`config.mk`:
```
export PLATFORM = sky130hd
export DESIGN_NAME = song_player
export DESIGN_NICKNAME = d
export VERILOG_FILES = /design/src/rtl/song_player_pkg.sv /design/src/rtl/player_down_counter.sv /design/src/rtl/song_player.sv
export SDC_FILE = /design/constraint.sdc
export NUM_CORES = 1
export LEC_CHECK = 0
export ABC_AREA = 1
export BUFFER_PORTS_ARGS = -buffer_cell sky130_fd_sc_hd__buf_2
export CAP_MARGIN = 15
export CORE_UTILIZATION = 55
export DETAILED_ROUTE_END_ITERATION = 10
export PLACE_DENSITY = 0.76
export SLEW_MARGIN = 10
export SYNTH_ARGS = -nofsm -noshare
export SYNTH_HDL_FRONTEND = slang
export SYNTH_HIERARCHICAL = 1
export SYNTH_SLANG_ARGS = --single-unit
export TNS_END_PERCENT = 50
```
`constraint.sdc`:
```
create_clock -name clk -period 7.55 [get_ports clk]
set_input_delay 1.51 -clock clk [delete_from_list [all_inputs] [get_ports clk]]
set_output_delay 1.51 -clock clk [all_outputs]
set_load 0.02 [all_outputs]
```
`src/rtl/song_player_pkg.sv`:
```
// rtl/song_player_pkg.sv - shared state enum, note/duration sentinels and default widths for song_player
package song_player_pkg;

  localparam int DEF_ADDR_W = 9;
  localparam int DEF_DUR_W  = 32;

  // ROM sentinels: a zero note is a rest, a zero duration marks the end of a song
  localparam logic [3:0] REST_NOTE    = 4'd0;
  localparam int         END_DURATION = 0;

  typedef enum logic [2:0] {
    ST_IDLE   = 3'd0,
    ST_FETCH  = 3'd1,
    ST_PLAY   = 3'd2,
    ST_GAP    = 3'd3,
    ST_PAUSED = 3'd4,
    ST_DONE   = 3'd5
  } state_t;

endpackage

```
`src/rtl/player_down_counter.sv`:
```
// rtl/player_down_counter.sv - loadable down counter with zero flag, shared by note and gap timing
module player_down_counter #(
  parameter int W = 32
) (
  input  logic         i_clk,
  input  logic         i_rst_n,
  input  logic         i_load,
  input  logic [W-1:0] i_load_value,
  input  logic         i_enable,
  output logic         o_zero
);

  logic [W-1:0] r_count;

  // Load has priority; counting stops at zero so an enabled idle counter stays put
  always_ff @(posedge i_clk or negedge i_rst_n) begin
    if (!i_rst_n) begin
      r_count <= '0;
    end else if (i_load) begin
      r_count <= i_load_value;
    end else if (i_enable && (r_count != '0)) begin
      r_count <= r_count - W'(1);
    end
  end

  assign o_zero = (r_count == '0);

endmodule

```
`src/rtl/song_player.sv`:
```
// rtl/song_player.sv - song ROM sequencer with gap, pause and stop; LOOP_PLAYBACK_EN repeats the song until stop
module song_player
  import song_player_pkg::*;
#(
  parameter int ADDR_W     = DEF_ADDR_W,
  parameter int DUR_W      = DEF_DUR_W,
  parameter int GAP_CYCLES = 50_000
) (
  input  logic              clk,
  input  logic              rst_n,
  input  logic              start,
  input  logic              pause,
  input  logic              stop,
  input  logic [3:0]        song_sel,
  output logic [ADDR_W-1:0] rom_address,
  output logic [3:0]        rom_song,
  input  logic [3:0]        rom_note,
  input  logic [DUR_W-1:0]  rom_duration,
  output logic [3:0]        note_out,
  output logic              playing,
  output logic              done
);

  localparam bit               HAS_GAP  = (GAP_CYCLES > 0);
  localparam logic [DUR_W-1:0] GAP_LOAD = HAS_GAP ? DUR_W'(GAP_CYCLES - 1) : '0;

  // End of song either parks the ROM address (one-shot) or rewinds it (loop)
`ifdef LOOP_PLAYBACK_EN
  localparam logic [ADDR_W-1:0] END_ADDR  = '0;
  localparam state_t            DONE_NEXT = ST_FETCH;
`else
  localparam logic [ADDR_W-1:0] END_ADDR  = '1;
  localparam state_t            DONE_NEXT = ST_IDLE;
`endif

  state_t              r_state;
  state_t              r_resume;
  logic [ADDR_W-1:0]   r_addr;
  logic [3:0]          r_song;
  logic [3:0]          r_note;

  state_t              w_state_nxt;
  state_t              w_resume_nxt;
  logic [ADDR_W-1:0]   w_addr_nxt;
  logic [3:0]          w_song_nxt;
  logic [3:0]          w_note_nxt;
  logic                w_cnt_load;
  logic [DUR_W-1:0]    w_cnt_value;
  logic                w_cnt_en;
  logic                w_cnt_zero;

  player_down_counter #(
    .W (DUR_W)
  ) u_counter (
    .i_clk        (clk),
    .i_rst_n      (rst_n),
    .i_load       (w_cnt_load),
    .i_load_value (w_cnt_value),
    .i_enable     (w_cnt_en),
    .o_zero       (w_cnt_zero)
  );

  // State and datapath registers
  always_ff @(posedge clk or negedge rst_n) begin
    if (!rst_n) begin
      r_state  <= ST_IDLE;
      r_resume <= ST_IDLE;
      r_addr   <= '1;
      r_song   <= '0;
      r_note   <= REST_NOTE;
    end else begin
      r_state  <= w_state_nxt;
      r_resume <= w_resume_nxt;
      r_addr   <= w_addr_nxt;
      r_song   <= w_song_nxt;
      r_note   <= w_note_nxt;
    end
  end

  // Next-state, address stepping and counter control
  always_comb begin
    w_state_nxt  = r_state;
    w_resume_nxt = r_resume;
    w_addr_nxt   = r_addr;
    w_song_nxt   = r_song;
    w_note_nxt   = r_note;
    w_cnt_load   = 1'b0;
    w_cnt_value  = '0;
    w_cnt_en     = 1'b0;

    case (r_state)
      ST_IDLE: begin
        if (start) begin
          w_song_nxt  = song_sel;
          w_addr_nxt  = '0;
          w_state_nxt = ST_FETCH;
        end
      end

      ST_FETCH: begin
        if (rom_duration == DUR_W'(END_DURATION)) begin
          w_addr_nxt  = END_ADDR;
          w_state_nxt = ST_DONE;
        end else begin
          w_cnt_load  = 1'b1;
          w_cnt_value = rom_duration - DUR_W'(1);
          w_note_nxt  = rom_note;
          w_state_nxt = ST_PLAY;
        end
      end

      ST_PLAY, ST_GAP: begin
        if (!w_cnt_zero) begin
          // The current cycle still counts as played; a pause freezes from the next one
          w_cnt_en = 1'b1;
          if (pause) begin
            w_resume_nxt = r_state;
            w_state_nxt  = ST_PAUSED;
          end
        end else if ((r_state == ST_PLAY) && (r_note != REST_NOTE) && HAS_GAP) begin
          w_cnt_load  = 1'b1;
          w_cnt_value = GAP_LOAD;
          w_state_nxt = ST_GAP;
        end else if (r_addr == '1) begin
          w_addr_nxt  = END_ADDR;
          w_state_nxt = ST_DONE;
        end else begin
          w_addr_nxt  = r_addr + ADDR_W'(1);
          w_state_nxt = ST_FETCH;
        end
      end

      ST_PAUSED: begin
        if (!pause) begin
          w_state_nxt = r_resume;
        end
      end

      ST_DONE: begin
        w_state_nxt = DONE_NEXT;
      end

      default: begin
        w_addr_nxt  = '1;
        w_state_nxt = ST_IDLE;
      end
    endcase

    // Stop overrides everything else outside IDLE and never produces a done pulse
    if (stop && (r_state != ST_IDLE)) begin
      w_state_nxt = ST_IDLE;
      w_addr_nxt  = '1;
      w_cnt_load  = 1'b0;
      w_cnt_en    = 1'b0;
    end
  end

  assign rom_address = r_addr;
  assign rom_song    = r_song;
  assign note_out    = (r_state == ST_PLAY) ? r_note : REST_NOTE;
  assign playing     = (r_state == ST_FETCH) || (r_state == ST_PLAY) ||
                       (r_state == ST_GAP)   || (r_state == ST_PAUSED);
  assign done        = (r_state == ST_DONE);

endmodule

```
==> out/results.tsv <==
stage	metric	value	unit
logic_synthesis	Async SR Flop Fraction	1.00	
place	pre-CTS setup slack	2.56	ns
critical_path	Worst setup SP type	flip-flop	
clock_tree	CTS clk-pin slew, worst paths	0.11	ns
sta	Final Hold Vio Count	0	
final_layout	P&R area growth vs syn	9.23	%
logic_synthesis	library cells used by synthesis	45	
power	Static Leak	2.82	nW
place	Post-DP HPWL	10300	um
power	peak supply drop	0.154	mV
route	drt wl/cell	13.4	um
route	drt drc	3	
route	Iter 0 DRT Violations	517	
sta	crit share post-route	0.667	
global_routing	vias in the first global route	4867	
clock_tree	Max clock buf depth	2	
logic_synthesis	Cell Area, Synth	0.00503	mm^2
floorplan	Die W	97.6	um
logic_synthesis	Yosys reg bits	55	
clock_tree	number of setup buffers added after CTS	0	
logic_synthesis	syn nets	879	
sta	worst rel slew slack	0.344	
logic_synthesis	Ys Warns	6	
critical_path	CP Data Arrival Time	5.28	ns
power	pwr/cell area	384	mW/mm^2
logic_synthesis	Avg Synthesized Cell Area	6.06	um^2
run	Max Cap Viol	0	
sta	fmax	198	MHz
floorplan	die area	0.00953	mm^2
clock_tree	# H-tree levels	2	
sta	Worst Skew	0.0133	ns
final_layout	share of cells above drive strength 1	0.167	
clock_tree	cts-stage hold buffer count	0	
critical_path	Setup CP Type	reg2reg	
place	post-place instance area	0.00540	mm^2
floorplan	Core Region	0.00881	mm^2
route	DRT Pass-1 Iters	8	
place	GP Congestion	0.939	
critical_path	Worst EP required	7.79	ns
final_layout	Final Cell Area	0.00550	mm^2
sta	setup ws final	2.51	ns
clock_tree	CTS Root Cell	clkbuf_8	
route	Antenna Violating Nets Remaining	0	
final_layout	Final nets	932	
run_status	status	complete, but fails checks	
global_routing	gr usage total	0.291	
clock_tree	Resize count post-CTS	0	
global_routing	first-pass GRT wire length	22700	um
final_layout	post-layout util	0.624	
route	routed via count	5334	
sta	Final Setup Violations	0	
floorplan	standard-cell row count	34	
sta	Total Negative Setup Slacks	0	ns
logic_synthesis	sequential element share of the synthesized area	0.276	
run_status	failing checks	design-rule violations	
sta	Pins Over Slew Limit	0	
clock_tree	later-pin clock latency in the skew report	0.32	ns
floorplan	io pins	64	
final_layout	number of diodes	0	
worst_hold_path	HP Class	reg2reg	
sta	Slew @ Worst Pin	0.981	ns
logic_synthesis	Synth Instances	830	
global_routing	initial antenna violation count	0	
global_routing	largest net degree at the start of global routing	56	
sta	Final min period	5.04	ns
floorplan	die height	97.6	um
clock_tree	CTS tree	built	
route	Via density	5.38	
critical_path	Crit Path Max Fanout	42	
logic_synthesis	number of synthesized flops with an enable pin	0	
floorplan	initial core utilization	0.571	
route	Routed WL	13300	um
clock_tree	TritonCTS Sinks	55	
clock_tree	TritonCTS Buffers	5	
logic_synthesis	top_reg_cell synth	dfrtp_1	
place	number of port buffers	63	
global_routing	grt ovf	0	
critical_path	CP endpoint kind	flip-flop	
sta	RSZ-0062 raised after global routing	no	
-- metal layers --
layer | part of all wire | GRT usage | routed length (um) | up-vias
li1 | - | - | - | 2730
met1 | 0.49 | 0.427 | 6470 | 2411
met2 | 0.45 | 0.468 | 5970 | 177
met3 | 0.052 | 0.0245 | 688 | 16
met4 | 0.013 | 0.0629 | 178 | 0
met5 | 0 | 0 | 0 | -
-- flip-flops by register name (all words and copies together), names as in the netlist --
register / flops
rom_address: 9
rom_song: 4
r_note: 4
r_resume: 3
r_state: 3
u_counter/r_count: 32
-- worst max-delay path, cell delays in order (launching register included) --
cell and delay (ns):
dfrtp_1 0.39, inv_1 0.15, ha_1 0.33, nand2_4 0.11, nor2_8 0.18, nand3_1 0.10
nor3_1 0.45, nand3_1 0.46, a21oi_4 0.91, clkinv_1 0.99, nand2_4 0.66, nand2_1 0.13
o21ai_2 0.08
-- where the power goes --
group | switching, mW | internal, mW
sequential | 0.129 | 0.436
clock | 0.107 | 0.0675
combinational | 0.935 | 0.437
-- Yosys cell counts (10+ instances only) --
library cell,n,area share
a21oi_1,16,0.016
dfrtp_1,46,0.23
inv_1,86,0.064
nand2_1,282,0.21
nand2_2,10,0.012
nand3_1,77,0.077
nand4_1,14,0.017
nor2_1,128,0.095
nor2_2,17,0.021
o21ai_0,28,0.028
o21ai_1,11,0.011
o21ai_2,11,0.019
xor2_1,10,0.017
-- through the flow --
step           instances  hold slack (ns)  total power [mW]
6_report             992            0.477              2.11
5_1_grt              992            0.507              2.32
4_1_cts              992            0.485              2.10
3_5_place_dp         984            0.460              1.92
3_3_place_gp         984            0.453              1.88
2_1_floorplan        830            0.437              1.62
-- final timing paths --
kind / startpoint / endpoint / slack, ns / cells after the start
hold reg to reg: r_resume[1] / r_resume[1] / 0.48 / 1
setup / recovery: u_counter/r_count[0] / u_counter/r_count[0] / 2.51 / 12
setup reg to reg: u_counter/r_count[0] / u_counter/r_count[0] / 2.51 / 12
hold / removal: r_resume[1] / r_resume[1] / 0.48 / 1
max in group asynchronous: rst_n / rom_song[3] / 5.75 / 2
min in group asynchronous: rst_n / u_counter/r_count[6] / 1.31 / 2
-- cell usage in the layout (no fill, tap or decap), types with 4 or more instances in the layout --
| cell type | synthesis | layout |
|---|---|---|
| o21ai_0 | 28 | 28 |
| nand4_1 | 14 | 14 |
| or2_2 | 4 | 4 |
| xnor2_1 | 8 | 8 |
| xor2_1 | 10 | 10 |
| inv_1 | 86 | 86 |
| a21oi_1 | 16 | 15 |
| nor3_1 | 9 | 9 |
| nand2_1 | 282 | 282 |
| mux2_2 | 4 | 4 |
| o21ai_1 | 11 | 11 |
| dfstp_2 | 9 | 9 |
| nand3_1 | 77 | 77 |
| ha_1 | 4 | 4 |
| dfrtp_1 | 46 | 46 |
| o21ai_2 | 11 | 11 |
| nor2_1 | 128 | 128 |
| nor2_2 | 17 | 17 |
| buf_2 | 5 | 63 |
| nand2_4 | 5 | 5 |
| nand2_2 | 10 | 10 |
| clkbuf_8 | 0 | 5 |
| nor2_4 | 5 | 5 |
-- cell families (layout without fill, tap and decap cells) --
kind of cell,after synthesis,count (layout),synth area share
xor+xnor,18,18,0.0313
simple gates,563,563,0.492
flops,55,55,0.276
mux,4,4,0.00895
fa+ha+maj,4,4,0.00995
compound gates,78,78,0.0960
buf+inv,108,162,0.0863
-- cell type report --
type	count	area [um^2]
Clock inverter	3	22.5
Tap cell	108	135
Fill cell	894	3310
Timing Repair Buffer	64	323
Sequential cell	55	1390
Multi-Input combinational cell	667	3220
Inverter	90	338
Clock buffer	5	68.8
(Power assumes the default switching activity.)
